**config.mk**
```make
export PLATFORM = sky130hd
export DESIGN_NAME = spi_logic_master
export DESIGN_NICKNAME = d
export VERILOG_FILES = /design/src/rtl/spi_pkg.sv /design/src/rtl/spi_clk_gen.sv /design/src/rtl/spi_logic_master.sv
export SDC_FILE = /design/constraint.sdc
export NUM_CORES = 1
export LEC_CHECK = 0
export CAP_MARGIN = 20
export CORE_AREA = 2 2 153 155
export DETAILED_ROUTE_END_ITERATION = 6
export DIE_AREA = 0 0 155 157
export GPL_TIMING_DRIVEN = 0
export PLACE_DENSITY = 0.76
export SETUP_SLACK_MARGIN = 0.02
export SLEW_MARGIN = 10
export SYNTH_ARGS = -nofsm -noshare
export SYNTH_HDL_FRONTEND = slang
export SYNTH_HIERARCHICAL = 1
export SYNTH_SLANG_ARGS = --single-unit
export TNS_END_PERCENT = 5
```
**constraint.sdc**
```tcl
create_clock -name clk_cpu -period 4.9 [get_ports clk_cpu]
set_input_delay 0.98 -clock clk_cpu [delete_from_list [all_inputs] [get_ports clk_cpu]]
set_output_delay 0.98 -clock clk_cpu [all_outputs]
set_load 0.01 [all_outputs]
```
**src/rtl/spi_pkg.sv**
```systemverilog
// Shared types and helpers for the SPI master: FSM states, CTRL bit positions,
// the latched transfer configuration and word-width decoding.
package spi_pkg;

    typedef enum logic [1:0] {
        ST_IDLE  = 2'd0,
        ST_LOAD  = 2'd1,
        ST_SHIFT = 2'd2,
        ST_DONE  = 2'd3
    } spi_state_e;

    localparam int CTRL_EN     = 0;
    localparam int CTRL_START  = 1;
    localparam int CTRL_MSB    = 2;
    localparam int CTRL_CPOL   = 3;
    localparam int CTRL_CPHA   = 4;
    localparam int CTRL_WLO    = 5;
    localparam int CTRL_WHI    = 6;
    localparam int CTRL_RSVD   = 7;
    localparam int CTRL_IRQ_EN = 8;

    typedef struct packed {
        logic       msb;
        logic       cpol;
        logic       cpha;
        logic [1:0] wcode;
    } spi_cfg_t;

    function automatic logic [5:0] width_bits(input logic [1:0] code);
        case (code)
            2'b00:   return 6'd8;
            2'b01:   return 6'd16;
            2'b10:   return 6'd24;
            default: return 6'd32;
        endcase
    endfunction

    function automatic logic [31:0] width_mask(input logic [5:0] w);
        return (w == 6'd32) ? 32'hFFFF_FFFF : ((32'd1 << w) - 32'd1);
    endfunction

endpackage

```
**src/rtl/spi_clk_gen.sv**
```systemverilog
// SCK half-period timer: latches the bit rate at load and emits a one-cycle
// tick every half-period while running, flagged as leading or trailing edge.
module spi_clk_gen (
    input  logic        clk,
    input  logic        rst_n,
    input  logic        load,
    input  logic        run,
    input  logic [31:0] bitrate,
    output logic        tick,
    output logic        lead,
    output logic        trail
);

    logic [31:0] half_q;
    logic [31:0] cnt;
    logic        phase;

    // A bit rate of zero behaves as one so SCK can never stall.
    always_ff @(posedge clk or negedge rst_n) begin
        if (!rst_n) begin
            half_q <= 32'd1;
            cnt    <= 32'd0;
            phase  <= 1'b0;
        end else if (load) begin
            half_q <= (bitrate == 32'd0) ? 32'd1 : bitrate;
            cnt    <= (bitrate == 32'd0) ? 32'd0 : bitrate - 32'd1;
            phase  <= 1'b0;
        end else if (tick) begin
            cnt    <= half_q - 32'd1;
            phase  <= ~phase;
        end else if (run) begin
            cnt    <= cnt - 32'd1;
        end
    end

    assign tick  = run && (cnt == 32'd0);
    assign lead  = tick & ~phase;
    assign trail = tick &  phase;

endmodule

```
**src/rtl/spi_logic_master.sv**
```systemverilog
// SPI master datapath and FSM (IDLE/LOAD/SHIFT/DONE) for the SoC SPI peripheral.
// Define SPI_LOGIC_MASTER_IRQ_EN to build the completion interrupt; otherwise IRQ_SPI is 0.
module spi_logic_master
    import spi_pkg::*;
(
    input  logic        clk_cpu,
    input  logic        rst,
    input  logic [31:0] SPI_BITRATE,
    input  logic [31:0] SPI_DATA_OUT,
    output logic [31:0] SPI_DATA_IN,
    input  logic [8:0]  SPI_CTRL,
    output logic        SCK,
    output logic        MOSI,
    input  logic        MISO,
    output logic        SS,
    output logic        IRQ_SPI
);

    spi_state_e  state;
    spi_cfg_t    cfg;
    logic        start_q;
    logic [31:0] tx_sr;
    logic [31:0] rx_sr;
    logic [6:0]  edge_cnt;
    logic        tick, lead, trail;

    logic        en;
    logic        start_rise;
    logic [5:0]  wid_live;
    logic [5:0]  width;
    logic [31:0] tx_masked;
    logic [31:0] tx_aligned;
    logic        first_bit;
    logic        sample_edge;
    logic        drive_edge;
    logic [31:0] rx_next;
    logic [31:0] rx_final;

    assign en         = SPI_CTRL[CTRL_EN];
    assign start_rise = SPI_CTRL[CTRL_START] & ~start_q;
    assign wid_live   = width_bits(SPI_CTRL[CTRL_WHI:CTRL_WLO]);
    assign width      = width_bits(cfg.wcode);

    // MSB-first words are pre-shifted so the outgoing bit always sits at bit 31.
    assign tx_masked  = SPI_DATA_OUT & width_mask(wid_live);
    assign tx_aligned = SPI_CTRL[CTRL_MSB] ? (tx_masked << (6'd32 - wid_live)) : tx_masked;
    assign first_bit  = SPI_CTRL[CTRL_MSB] ? tx_aligned[31] : tx_aligned[0];

    assign sample_edge = cfg.cpha ? trail : lead;
    assign drive_edge  = cfg.cpha ? lead  : trail;
    assign rx_next     = cfg.msb ? {rx_sr[30:0], MISO} : {MISO, rx_sr[31:1]};
    assign rx_final    = cfg.msb ? rx_sr : (rx_sr >> (6'd32 - width));

    spi_clk_gen u_clk_gen (
        .clk     (clk_cpu),
        .rst_n   (rst),
        .load    (state == ST_LOAD),
        .run     (state == ST_SHIFT),
        .bitrate (SPI_BITRATE),
        .tick    (tick),
        .lead    (lead),
        .trail   (trail)
    );

    always_ff @(posedge clk_cpu or negedge rst) begin
        if (!rst) begin
            state       <= ST_IDLE;
            cfg         <= '0;
            start_q     <= 1'b0;
            tx_sr       <= 32'd0;
            rx_sr       <= 32'd0;
            edge_cnt    <= 7'd0;
            SPI_DATA_IN <= 32'd0;
            SCK         <= 1'b0;
            MOSI        <= 1'b0;
            SS          <= 1'b1;
        end else begin
            start_q <= SPI_CTRL[CTRL_START];
            if (!en) begin
                state    <= ST_IDLE;
                edge_cnt <= 7'd0;
                SCK      <= 1'b0;
                MOSI     <= 1'b0;
                SS       <= 1'b1;
            end else begin
                case (state)
                    ST_IDLE: begin
                        SS   <= 1'b1;
                        SCK  <= SPI_CTRL[CTRL_CPOL];
                        MOSI <= 1'b0;
                        if (start_rise) state <= ST_LOAD;
                    end
                    ST_LOAD: begin
                        cfg.msb   <= SPI_CTRL[CTRL_MSB];
                        cfg.cpol  <= SPI_CTRL[CTRL_CPOL];
                        cfg.cpha  <= SPI_CTRL[CTRL_CPHA];
                        cfg.wcode <= SPI_CTRL[CTRL_WHI:CTRL_WLO];
                        tx_sr     <= tx_aligned;
                        rx_sr     <= 32'd0;
                        edge_cnt  <= 7'd0;
                        SCK       <= SPI_CTRL[CTRL_CPOL];
                        MOSI      <= first_bit;
                        SS        <= 1'b0;
                        state     <= ST_SHIFT;
                    end
                    ST_SHIFT: begin
                        // The tick after the last SCK edge only pads out the final half-period.
                        if (tick) begin
                            if (edge_cnt == {width, 1'b0}) begin
                                state <= ST_DONE;
                            end else begin
                                SCK      <= ~SCK;
                                edge_cnt <= edge_cnt + 7'd1;
                                if (sample_edge) rx_sr <= rx_next;
                                if (drive_edge) begin
                                    tx_sr <= cfg.msb ? {tx_sr[30:0], 1'b0} : {1'b0, tx_sr[31:1]};
                                    if (cfg.cpha) MOSI <= cfg.msb ? tx_sr[31] : tx_sr[0];
                                    else          MOSI <= cfg.msb ? tx_sr[30] : tx_sr[1];
                                end
                            end
                        end
                    end
                    ST_DONE: begin
                        SPI_DATA_IN <= rx_final;
                        SCK         <= cfg.cpol;
                        MOSI        <= 1'b0;
                        SS          <= 1'b1;
                        state       <= ST_IDLE;
                    end
                    default: state <= ST_IDLE;
                endcase
            end
        end
    end

`ifdef SPI_LOGIC_MASTER_IRQ_EN
    logic irq_q;
    logic irq_en_q;
    logic ctrl_unused;

    assign ctrl_unused = SPI_CTRL[CTRL_RSVD];

    // Level interrupt: set alongside SS rising, held until the next load or EN drop.
    always_ff @(posedge clk_cpu or negedge rst) begin
        if (!rst) begin
            irq_q    <= 1'b0;
            irq_en_q <= 1'b0;
        end else if (!en) begin
            irq_q    <= 1'b0;
        end else if (state == ST_LOAD) begin
            irq_q    <= 1'b0;
            irq_en_q <= SPI_CTRL[CTRL_IRQ_EN];
        end else if (state == ST_DONE) begin
            irq_q    <= irq_en_q;
        end
    end

    assign IRQ_SPI = irq_q;
`else
    logic [1:0] ctrl_unused;

    assign ctrl_unused = {SPI_CTRL[CTRL_IRQ_EN], SPI_CTRL[CTRL_RSVD]};
    assign IRQ_SPI     = 1'b0;
`endif

endmodule

```
==> flow_summary_export.csv <==
group,metric,value,unit
worst_setup_path,worst-setup-path-type,"flop to flop",
sta,worstMarginPinSlew,1.071,ns
worst_hold_path,min_from,"SPI_DATA_IN[25]",
job,max_cap_violations,0,
synth,synth_seq_cells,179,
cts,cts_buffers,17,
pwr,p_comb_frac,0.456,
pwr,clockPowerShare,0.198,
floorplan,die_w,155,µm
sta,hold_viol_final,0,
synth,synth_edf_count,0,
worst_setup_path,crit_path_start_kind,"flop",
worst_setup_path,rr_startpoint,"u_clk_gen/cnt[28]",
detailed_routing,drc,0,
worst_setup_path,endpoint_kind,"flop",
global_routing,grt_pass1_vias,11467,
worst_setup_path,cp_max_fo,14,
sta,fin_crit,4.716,ns
detailed_routing,vias_per_cell,6.720,
floorplan,io_pins,112,
global_routing,antenna_found_initial,0,
worst_setup_path,r2r_slack,0.18,ns
pwr,ir_drop,318.1,µV
floorplan,start_util,0.5474,
cts,clock_latency,0.44,ns
worst_setup_path,cp.arrival,5.00,ns
sta,fmax,212.0,MHz
worst_setup_path,max_stage_delay,0.74,ns
synth,synth_warnings,6,
worst_setup_path,critPathLaunch,"u_clk_gen/cnt[28]",
layout,antennaDiodeCount,0,
detailed_routing,drt-initial-drc-count,1415,
pwr,cellPowerDensity,485.6,mW/mm²
floorplan,core_region_area,0.02250,mm²
sta,final.period_utilization,0.9625,
global_routing,overflow,0,
detailed_routing,finalWirelength,40320,µm
detailed_routing,antenna_left,0,
synth,syn_area_per_cell,9.186,µm²
pwr,swShare,0.4363,
worst_setup_path,crit_end,"u_clk_gen/cnt[18]",
global_routing,grtUsageTotal,0.3332,
synth,syn_nets,1433,
floorplan,die_h,157,µm
pwr,pwr-share-seq,0.346,
synth,yosys.area.top_type,"dfrtp_1",
worst_setup_path,worstPathCellList,"nor4_1 -> and4_1 -> nand3_2 -> inv_2 -> buf_2 -> buf_4 -> a21oi_1 -> ha_1 -> or3b_2 -> clkbuf_1 -> nor3_1 -> o311a_1 -> a221o_1 -> o21ai_0 -> a31oi_1",
placement,pre_cts_ws,-0.1306,ns
cts,cts_hold_buf,0,
detailed_routing,num_vias,11881,
cts,cts.htree.levels,4,
pwr,p_int,3.947,mW
cts,cts_tree,"done",
synth,syn_inst,1341,
cts,cts_setup_buffers,0,
pwr,p_switching,3.056,mW
cts,root_buffer,"clkbuf_16",
placement,finalWeightedCongestion,0.9557,
sta,rsz0062_at_grt,"no",
synth,async_reset_ff_frac,1.000,
layout,final_core_util,0.6409,
synth,yosysTopAreaCellShare,0.3596,
sta,setup_tns,0,ns
synth,ys_top_cells_by_area,"dfrtp_1 36%, mux2i_1 6.2%, o21ai_0 4.0%, mux2_4 3.5%, nand2_1 3.5%",
floorplan,die-area,0.02434,mm²
synth,syn_area,0.01232,mm²
synth,ys_seq_area_frac,0.3638,
layout,fin_nets,1562,
detailed_routing,avgRoutedWirePerCell,22.81,µm
sta,drv_slew,0,
detailed_routing,dr.pass1.iters,6,
placement,dp.final_hpwl,29220,µm
cts,cts.clk_slew.worst_paths,0.08,ns
sta,finClkSkew,0.02005,ns
layout,num-fill-cells,1916,
placement,dpl_cell_area,0.01379,mm²
synth,synth.distinct_cells,94,
worst_setup_path,slowest_stage,"nor4_1",
layout,area_growth,17.08,%
worst_hold_path,hp-class,"flop to flop",
placement,port-buffer-count,107,
cts,clock-sinks,179,
cts,cts_resized,4,
cts,clockBufferDepth,2,
synth,synth_ff_type,"dfrtp_1",
layout,final_area,0.01442,mm²
sta,slew_headroom,0.2798,
sta,fin_hold_ws,0.4798,ns
sta,setup_viol,0,
sta,setup_slack,0.1836,ns
global_routing,grt_max_degree,93,
worst_setup_path,r2r-end,"u_clk_gen/cnt[18]",
worst_setup_path,reg2reg_depth,15,
worst_setup_path,worstPathRequired,5.18,ns
layout,drive_gt1_frac,0.1160,
pwr,p_leak,5.514,nW
floorplan,num_rows,55,
run_status,status,"complete, no violations",
global_routing,grt_pass1_wl,63370,µm
state kept, by name (all words and copies together), names as in the netlist:
register / count
u_clk_gen/cnt: 32
SS: 1
rx_sr: 32
SCK: 1
state: 2
SPI_DATA_IN: 32
u_clk_gen/phase: 1
start_q: 1
tx_sr: 32
cfg: 5
edge_cnt: 7
MOSI: 1
u_clk_gen/half_q: 32
final cells by class:
cell class,count,area [µm²],share of cell area
Clock inverter,15,167.7,0.01162
Tap cell,285,356.6,0.02472
Sequential cell,179,4482,0.3107
Clock buffer,17,425.4,0.02950
Multi-Input combinational cell,1033,7239,0.5020
Inverter,35,131.4,0.009109
Buffer,94,501.7,0.03479
Timing Repair Buffer,110,1119,0.07756
worst max-delay path, delay by kind of cell (launching register included):
family	cells	cell delay [ns]
fa+ha+maj	1	0.24
flops	1	0.45
simple gates	5	1.81
buf+inv	4	1.23
compound gates	5	0.81
worst min-delay path by stage:
stage	slack [ns]	to	cells after the start
detailed placement	0.47	SPI_DATA_IN[27]	2
global placement	0.46	SPI_DATA_IN[29]	2
global route	0.50	SPI_DATA_IN[28]	2
floorplan	0.48	u_clk_gen/half_q[31]	1
CTS	0.49	SPI_DATA_IN[27]	2
finish	0.48	SPI_DATA_IN[25]	2
synth_stat cells (all sizes together) (7+ instances only):
library cell	count
or4	20
a21oi	78
ha	16
nand4	8
and3	13
or3	25
o221ai	9
mux2i	76
inv	34
nand2	114
nor3b	15
dfrtp	177
buf	31
a21o	13
o21ai	102
nand3	61
or2	7
a211o	7
clkbuf	63
nor2	72
a221oi	17
o21a	7
mux2	65
a22oi	24
a31oi	15
o31ai	23
nor4	35
nor3	37
o2bb2ai	8
o22ai	12
xor2	17
xnor2	13
per-stage QoR:
stage	total power, mW	cells
6_report	7.003	1768
2_1_floorplan	4.491	1341
3_3_place_gp	5.423	1733
5_1_grt	7.350	1768
3_5_place_dp	5.505	1735
4_1_cts	6.920	1767
cell usage in the layout (no fill, tap or decap), drive strengths merged, types with 7 or more instances in the layout:
cell type / netlist / layout
a31oi: 15 / 15
nand2: 114 / 114
a221oi: 17 / 17
o21a: 7 / 7
a21oi: 78 / 78
nor4: 35 / 35
dfrtp: 177 / 177
clkbuf: 63 / 81
clkdlybuf4s50: 0 / 106
or3: 25 / 25
xnor2: 13 / 13
mux2i: 76 / 76
nor2: 72 / 72
o221ai: 9 / 9
o22ai: 12 / 12
ha: 16 / 16
or2: 7 / 7
nand3: 61 / 61
nor3: 37 / 37
o31ai: 23 / 23
nand4: 8 / 8
xor2: 17 / 17
mux2: 65 / 65
or4: 20 / 20
and3: 13 / 13
o2bb2ai: 8 / 8
nor3b: 15 / 15
a21o: 13 / 13
buf: 31 / 33
a22oi: 24 / 24
inv: 34 / 42
o21ai: 102 / 102
a211o: 7 / 7
power by group through the flow:
stage               Clock [mW]  Combinational [mW]  Sequential (mW)
floorplan                    0                2.25             2.24
global placement             0                3.03             2.40
detailed placement           0                3.10             2.41
CTS                       1.41                3.12             2.39
global route              1.46                3.42             2.47
finish                    1.39                3.20             2.42
cells by family (layout without fill, tap and decap cells):
group           after synthesis  in the layout  share of synthesized area
mux                         145            145                     0.1373
other cells                   1              1                  0.0003044
simple gates                443            443                     0.1872
buf+inv                     129            271                    0.05140
xor+xnor                     30             30                    0.02194
compound gates              398            398                     0.2217
flops                       179            179                     0.3638
fa+ha+maj                    16             16                    0.01625
per-layer routing:
layer | vias to the layer above | global-route usage | wire length [µm]
met5 | - | 0 | 0
met4 | 0 | 0.1384 | 1404
met3 | 110 | 0.04598 | 2935
met2 | 624 | 0.5541 | 19030
met1 | 5784 | 0.4400 | 16950
li1 | 5363 | - | -
Power figures use the tool's default switching activity.
